$ cat src/rtl/bus_dma_arbiter.sv
// bus_dma_arbiter
// Shares the 8227 core's 16-bit address / 8-bit data bus with one DMA
// requester. The DMA side steals cycles only while the core is reading,
// by pulling coreReady low; core write cycles are never interrupted.
// The bus mux select is the registered ownership state alone, so bus
// ownership only changes on clock edges.
//
// Optional feature macro: BUS_ARB_BURST_LIMIT_EN
//   defined   -> after MAX_BURST consecutive DMA cycles the arbiter spends
//                one forced core cycle in YIELD before re-arbitrating.
//   undefined -> DMA keeps the bus for as long as dmaRequest stays high.
module bus_dma_arbiter #(
  parameter int MAX_BURST = 8  // 1..255, only meaningful with the burst limit
) (
  input  logic       clk,
  input  logic       nrst,
  input  logic       coreReadNotWrite,
  input  logic [7:0] coreAddressHigh,
  input  logic [7:0] coreAddressLow,
  input  logic [7:0] coreDataOutput,
  input  logic       dmaRequest,
  input  logic       dmaReadNotWrite,
  input  logic [15:0] dmaAddress,
  input  logic [7:0] dmaDataOutput,
  output logic       coreReady,
  output logic       dmaGrant,
  output logic [7:0] busAddressHigh,
  output logic [7:0] busAddressLow,
  output logic [7:0] busDataOutput,
  output logic       busReadNotWrite,
  output logic [7:0] burstCount
);

  // Ownership states; legacy-compatible plain constants.
  localparam logic [1:0] ST_CORE  = 2'd0;
  localparam logic [1:0] ST_WAIT  = 2'd1;
  localparam logic [1:0] ST_DMA   = 2'd2;
  localparam logic [1:0] ST_YIELD = 2'd3;

`ifdef BUS_ARB_BURST_LIMIT_EN
  localparam logic LIMIT_EN = 1'b1;
`else
  localparam logic LIMIT_EN = 1'b0;
`endif

  localparam logic [7:0] BURST_LIMIT = 8'(MAX_BURST);

  logic [1:0] stateReg;
  logic [1:0] stateNext;
  logic [7:0] burstCountReg;
  logic [7:0] burstCountNext;
  logic       dmaOwnsBus;
  logic       burstLimitHit;

  assign dmaOwnsBus    = (stateReg == ST_DMA);
  // burstCountReg already includes the current DMA cycle, so reaching the
  // limit here means MAX_BURST cycles have been granted back to back.
  assign burstLimitHit = LIMIT_EN && (burstCountReg >= BURST_LIMIT);

  // Next-state arbitration; a falling request always beats the yield.
  always_comb begin
    stateNext = stateReg;
    case (stateReg)
      ST_CORE: begin
        if (dmaRequest) begin
          stateNext = coreReadNotWrite ? ST_DMA : ST_WAIT;
        end
      end
      ST_WAIT: begin
        if (!dmaRequest) begin
          stateNext = ST_CORE;
        end else if (coreReadNotWrite) begin
          stateNext = ST_DMA;
        end
      end
      ST_DMA: begin
        if (!dmaRequest) begin
          stateNext = ST_CORE;
        end else if (burstLimitHit) begin
          stateNext = ST_YIELD;
        end
      end
      ST_YIELD: begin
        stateNext = ST_CORE;
      end
      default: begin
        stateNext = ST_CORE;
      end
    endcase
  end

  // Burst counter counts granted cycles, saturating, cleared outside DMA.
  always_comb begin
    burstCountNext = 8'd0;
    if (stateNext == ST_DMA) begin
      if (burstCountReg == 8'hFF) begin
        burstCountNext = burstCountReg;
      end else begin
        burstCountNext = burstCountReg + 8'd1;
      end
    end
  end

  // Ownership and burst registers; reset releases the bus without a clock.
  always_ff @(posedge clk or negedge nrst) begin
    if (!nrst) begin
      stateReg      <= ST_CORE;
      burstCountReg <= 8'd0;
    end else begin
      stateReg      <= stateNext;
      burstCountReg <= burstCountNext;
    end
  end

  assign coreReady  = !dmaOwnsBus;
  assign dmaGrant   = dmaOwnsBus;
  assign burstCount = burstCountReg;

  // Bus mux, selected purely by the registered ownership state.
  always_comb begin
    busAddressHigh  = coreAddressHigh;
    busAddressLow   = coreAddressLow;
    busDataOutput   = coreDataOutput;
    busReadNotWrite = coreReadNotWrite;
    if (dmaOwnsBus) begin
      busAddressHigh  = dmaAddress[15:8];
      busAddressLow   = dmaAddress[7:0];
      busDataOutput   = dmaDataOutput;
      busReadNotWrite = dmaReadNotWrite;
    end
  end

endmodule

$ cat config.mk
export PLATFORM = sky130hd
export DESIGN_NAME = bus_dma_arbiter
export DESIGN_NICKNAME = d
export VERILOG_FILES = /design/src/rtl/bus_dma_arbiter.sv
export SDC_FILE = /design/constraint.sdc
export NUM_CORES = 1
export LEC_CHECK = 0
export ABC_CLOCK_PERIOD_IN_PS = 1550
export BUFFER_PORTS_ARGS = -buffer_cell sky130_fd_sc_hd__buf_2
export CELL_PAD_IN_SITES_DETAIL_PLACEMENT = 1
export CELL_PAD_IN_SITES_GLOBAL_PLACEMENT = 1
export CORE_ASPECT_RATIO = 0.8
export CORE_MARGIN = 8
export CORE_UTILIZATION = 23
export CTS_CLUSTER_SIZE = 16
export DETAILED_ROUTE_END_ITERATION = 16
export PLACE_DENSITY = 0.79
export SYNTH_ARGS = -nofsm -noshare
export SYNTH_HDL_FRONTEND = slang
export SYNTH_SLANG_ARGS = --single-unit
$ cat constraint.sdc
create_clock -name clk -period 1.55 [get_ports clk]
set_input_delay 0.155 -clock clk [delete_from_list [all_inputs] [get_ports clk]]
set_output_delay 0.155 -clock clk [all_outputs]
set_load 0.03 [all_outputs]
==> results of run 1 <==
[how the worst max path moves through the flow]
stage / endpoint
3_5_place_dp: busDataOutput[4]
3_3_place_gp: busReadNotWrite
5_1_grt: busAddressHigh[6]
6_report: busAddressHigh[6]
2_1_floorplan: burstCount[1]$_DFFE_PN0P_
4_1_cts: busDataOutput[4]
[placed cells by master (no fill, tap or decap), types with 2 or more instances in the layout]
cell type | netlist | routed
buf_2 | 2 | 61
buf_6 | 0 | 26
mux2_4 | 0 | 13
mux2_2 | 25 | 12
dfrtp_1 | 10 | 9
nor3_1 | 5 | 5
buf_4 | 1 | 5
inv_1 | 3 | 3
and4b_1 | 3 | 3
a31oi_1 | 3 | 3
clkbuf_8 | 0 | 3
nor3b_1 | 2 | 2
and4_2 | 2 | 2
a21oi_1 | 2 | 2
o221ai_1 | 2 | 2
o21ai_0 | 2 | 2
[cell type report]
class | count | area (sq um) | share of cell area (%)
Timing Repair Buffer | 94 | 666 | 41.0
Tap cell | 42 | 52.6 | 3.24
Clock buffer | 4 | 45.0 | 2.78
Inverter | 3 | 11.3 | 0.694
Multi-Input combinational cell | 61 | 597 | 36.8
Sequential cell | 10 | 251 | 15.5
[power by group]
part | leakage (nW) | internal [mW] | switching, mW
Combinational | 0.695 | 0.276 | 0.287
Clock | 0.0228 | 0.180 | 0.106
Sequential | 0.135 | 0.270 | 0.00658
[stage by stage]
stage	power [mW]	utilization, %	worst slack [ns]	area [sq um]	std cells
3_3_place_gp	0.694	38.7	0.101	1330	206
2_1_floorplan	0.542	-	0.00875	823	78
6_report	1.13	47.4	-0.135	1620	214
5_1_grt	1.17	47.4	-0.183	1620	214
3_5_place_dp	0.708	38.7	0.0433	1330	206
4_1_cts	1.10	45.5	-0.110	1560	213
[state kept, by name, summed over array words and instances, names as in the netlist]
register / flops
burstCount: 8
stateReg: 2
[repair_timing]
action | 4_1_cts | 5_1_grt
gates cloned | 0 | 0
resized for setup | 53 | 14
hold endpoints to repair | 10 | 0
hold buffers | 1 | 0
endpoints found under the setup margin | 25 | 31
buffers inserted | 2 | 1
pin swaps | 0 | 0
[cells by family (layout without fill, tap and decap cells)]
group                    after synthesis  count (layout)  share of synthesized area, %
multiplexers                          25              25                          34.2
AND/OR/NAND/NOR                       23              23                          19.6
AO/OA/AOI/OAI                         12              12                          10.2
flip-flops                            10              10                          30.4
buffers and inverters                  7             101                          3.96
adder cells (fa/ha/maj)                1               1                          1.52
[layer usage]
metal / vias to the layer above / part of all wire, % / global-route usage, %
met5: - / 0 / 0
met4: 0 / 1.0 / 4.67
met3: 4 / 7.9 / 4.23
met2: 55 / 52 / 26.7
met1: 494 / 39 / 15.9
li1: 487 / - / -
==> qor.csv, run 1 <==
metric;value;unit
dr_total_vias;1040;
drv_cap;0;
insertion_delay;0.24;ns
wl;4.48;mm
rr_endpoint;burstCount[0]$_DFFE_PN0P_;
crit_type;flip-flop to output port;
critPathTopFamily;multiplexers;
violations;negative setup slack;
cts_tree;yes;
slowest_delay;0.36;ns
arrival;1.53;ns
synth_seq_area_share;30.4;%
yosys.area.top_type;mux2_2;
die_h;69.5;um
fin_ws;-0.135;ns
status;finished, violations left;
die_w;82.8;um
regToRegSetupSlack;0.16;ns
critPathBufInv;2;
setup_tns;-2.47;ns
irDropWorstVdd;0.218;mV
async_flop_share;100;%
globalplace.congestion;0.797;
min_path_type;input pin to flip-flop;
cp-end-kind;output port;
dr.pass1.iters;4;
min_path_cells;2;
n_antenna_cell;0;
drc;0;
yosys.cell_count.top_type;mux2_2;
slew_viol_final;0;
post_drt_wl_per_cell;20.9;um
cp-startpoint;stateReg[0]$_DFF_PN0_;
io_pins;88;
final_layout_size_suffix_gt1_share;75.6;%
syn_nets;132;
start_util;24.0;%
ys.flop_type;dfrtp_1;
synth_area_leaders;mux2_2, dfrtp_1, and4b_1;
dp_hpwl;3.38;mm
cts_buffer_depth;2;
htreeDepth;1;
maxSlewHeadroom;77.0;%
synth_cell_type_count;29;
die_area;5750;sq um
synth_top_cell_area_share;34.2;%
r2r_start;stateReg[1]$_DFF_PN0_;
ys_ff_latch;10;
cts_sinks;10;
syn_inst;78;
viasPerCell;4.86;
path_max_fanout;17;
core_area;3420;sq um
antenna_found_initial;0;
cts.clk_slew.worst_paths;0.05;ns
whs;0.0935;ns
pwr_density_cell;694;nW/um^2
grt_pass1_vias;1177;
fillCellCount;407;
max_freq;593;MHz
cp.depth;4;
grt_pass1_wl;6.96;mm
cp_slowest_cell;mux2_2;
leakage;0.853;nW
netlist_area;822;sq um
synth_edf_count;0;
hold_end;stateReg[0]$_DFF_PN0_;
cp-start-kind;flip-flop;
yosysWarnings;0;
skew;0.00519;ns
required;1.39;ns
tightest_slew;0.345;ns
setup_viol;25;
min_from;coreReadNotWrite;
syn2layout_area_growth;97.4;%
cts-root-buf;clkbuf_8;
ys_top_cells_by_count;mux2_2, dfrtp_1, nor3_1;
reg2regPathDepth;5;
layout_min_cycle_time;1.69;ns
track_usage;14.7;%
layout.nets;227;
drt_iter0_drc;21;
finalCritPeriodShare;109;%
crit_chain;and2b_2 > buf_12 > mux2_2 > buf_6;
syn_area_per_cell;10.5;sq um
portBuffers;87;
hold_viol_final;0;
grt-ovfl-total;0;
numCtsBuffers;3;
grt_max_degree;18;
ant_nets;0;
rows;19;
grt_setup_unrepaired;yes;
(Power assumes the default switching activity.)
==> run 2, diff against run 1 <==
- CORE_MARGIN: 8 -> 4
- CTS_BUF_LIST: not set -> sky130_fd_sc_hd__clkbuf_8
- PLACE_DENSITY: 0.79 -> 0.81
==> run 2 against run 1 <==
Net effect: the run still ends with negative setup slack left; combinational power decreased by 2%; die area decreased by 20%; clock skew increased by 0.00059 ns; maximum frequency increased by 2.4%; cell area decreased by 0.15%; critical path depth unchanged; clock power increased by 14%; routed wire length decreased by 9.2%; non-clock buffer count decreased by 1; global-route usage increased by 1.8 points; largest power group unchanged.
==> qor.csv, run 2 (synthesis gave the netlist of run 1 again) <==
metric;value;unit
htreeDepth;1;
rows;19;
pwr-share-clk;28.3;%
cts.clk_slew.worst_paths;0.05;ns
power.net_switching;0.390;mW
insertion_delay;0.24;ns
layout_common_cells;buf_2, buf_6, mux2_4;
drt_iter0_drc;33;
cts_tree;yes;
setup_viol;25;
tightest_slew;0.326;ns
setup_tns;-1.85;ns
start_util;23.8;%
ant_nets;0;
pre_cts_ws;0.0344;ns
dr.pass1.iters;4;
skew;0.00578;ns
syn2layout_area_growth;97.1;%
grt_pass1_vias;1051;
cp-end-kind;output port;
violations;negative setup slack;
post_drt_wl_per_cell;19.1;um
grt-ovfl-total;0;
fin_ws;-0.0951;ns
mostFrequentLayoutCell;buf_2;
globalplace.congestion;0.696;
io_pins;88;
layout.nets;226;
die_area;4600;sq um
numCtsBuffers;3;
die_h;61.5;um
portBuffers;87;
viasPerCell;4.80;
cts_sinks;10;
finalCritPeriodShare;106;%
wl;4.07;mm
seqPwrFrac;24.0;%
required;1.39;ns
crit_type;flip-flop to output port;
die_w;74.8;um
leakage;0.850;nW
final_layout_size_suffix_gt1_share;76.6;%
p_int;0.766;mW
grt_pass1_wl;5.62;mm
cts-root-buf;clkbuf_8;
irDropWorstVdd;0.553;mV
cp-start-kind;flip-flop;
dr_total_vias;1023;
combPwrFrac;47.7;%
max_freq;608;MHz
path_max_fanout;10;
largest_register_ffs;8;
layout_min_cycle_time;1.65;ns
min_path_type;input pin to flip-flop;
dp_cells;205;
antenna_found_initial;0;
core_area;3450;sq um
dp_hpwl;2.87;mm
drv_cap;0;
hold_viol_final;0;
arrival;1.49;ns
track_usage;16.5;%
grt_setup_unrepaired;yes;
swShare;33.8;%
cts_buffer_depth;2;
drc;0;
slew_viol_final;0;
n_antenna_cell;0;
status;finished, violations left;
maxSlewHeadroom;78.2;%
grt_max_degree;11;
instances_no_fill;213;
pwr_density_cell;713;nW/um^2
run 2: power groups by stage:
| stage | Combinational, mW | Sequential [mW] | Clock (mW) |
|---|---|---|---|
| floorplan | 0.255 | 0.287 | 0 |
| global placement | 0.411 | 0.280 | 0 |
| detailed placement | 0.419 | 0.281 | 0 |
| CTS | 0.552 | 0.276 | 0.337 |
| global route | 0.581 | 0.278 | 0.350 |
| finish | 0.551 | 0.277 | 0.328 |
run 2: area by class of cell:
class,count,area (sq um)
fill,398,1830
timing repair buffer,93,647
multi-input combinational,61,603
sequential,10,251
clock buffer,4,55.1
tap,42,52.6
inverter,3,11.3
run 2: per-layer routing:
metal,vias up,GRT usage [%],share of wire [%]
met4,0,4.57,1.5
li1,484,-,-
met1,476,18.0,36
met2,55,29.8,50
met5,-,0,0
met3,8,6.53,12
run 2: path summary, 6_finish.rpt:
path	end	from	cells after the start	slack, ns
worst max-delay path	busDataOutput[7]	stateReg[0]$_DFF_PN0_	4	-0.1
worst min-delay path	stateReg[0]$_DFF_PN0_	coreReadNotWrite	2	0.11
min in group asynchronous	burstCount[0]$_DFFE_PN0P_	nrst	2	0.31
worst min register to register	stateReg[0]$_DFF_PN0_	stateReg[1]$_DFF_PN0_	2	0.54
worst max register to register	burstCount[1]$_DFFE_PN0P_	burstCount[1]$_DFFE_PN0P_	4	0.07
max in group asynchronous	burstCount[0]$_DFFE_PN0P_	nrst	2	1.03
run 2: what timing repair did:
action,in CTS,in global routing
buffers inserted,4,1
hold endpoints to repair,10,0
cloned,1,0
hold buffers,1,0
gates resized for setup,60,11
setup endpoints to repair,25,32
run 2: worst max-delay path, stage by stage (launching register included):
cell     delay (ns)
dfrtp_1        0.34
and2b_2        0.24
buf_6          0.17
mux2_2         0.36
buf_6          0.14
run 2: through the flow:
step	total power [mW]	area (sq um)	utilization [%]	hold WS (ns)
2_1_floorplan	0.542	823	-	-0.141
3_3_place_gp	0.691	1320	38.2	0.0294
6_report	1.16	1620	47.0	0.106
5_1_grt	1.21	1620	47.0	0.109
4_1_cts	1.17	1630	47.2	0.102
3_5_place_dp	0.700	1320	38.2	0.0356
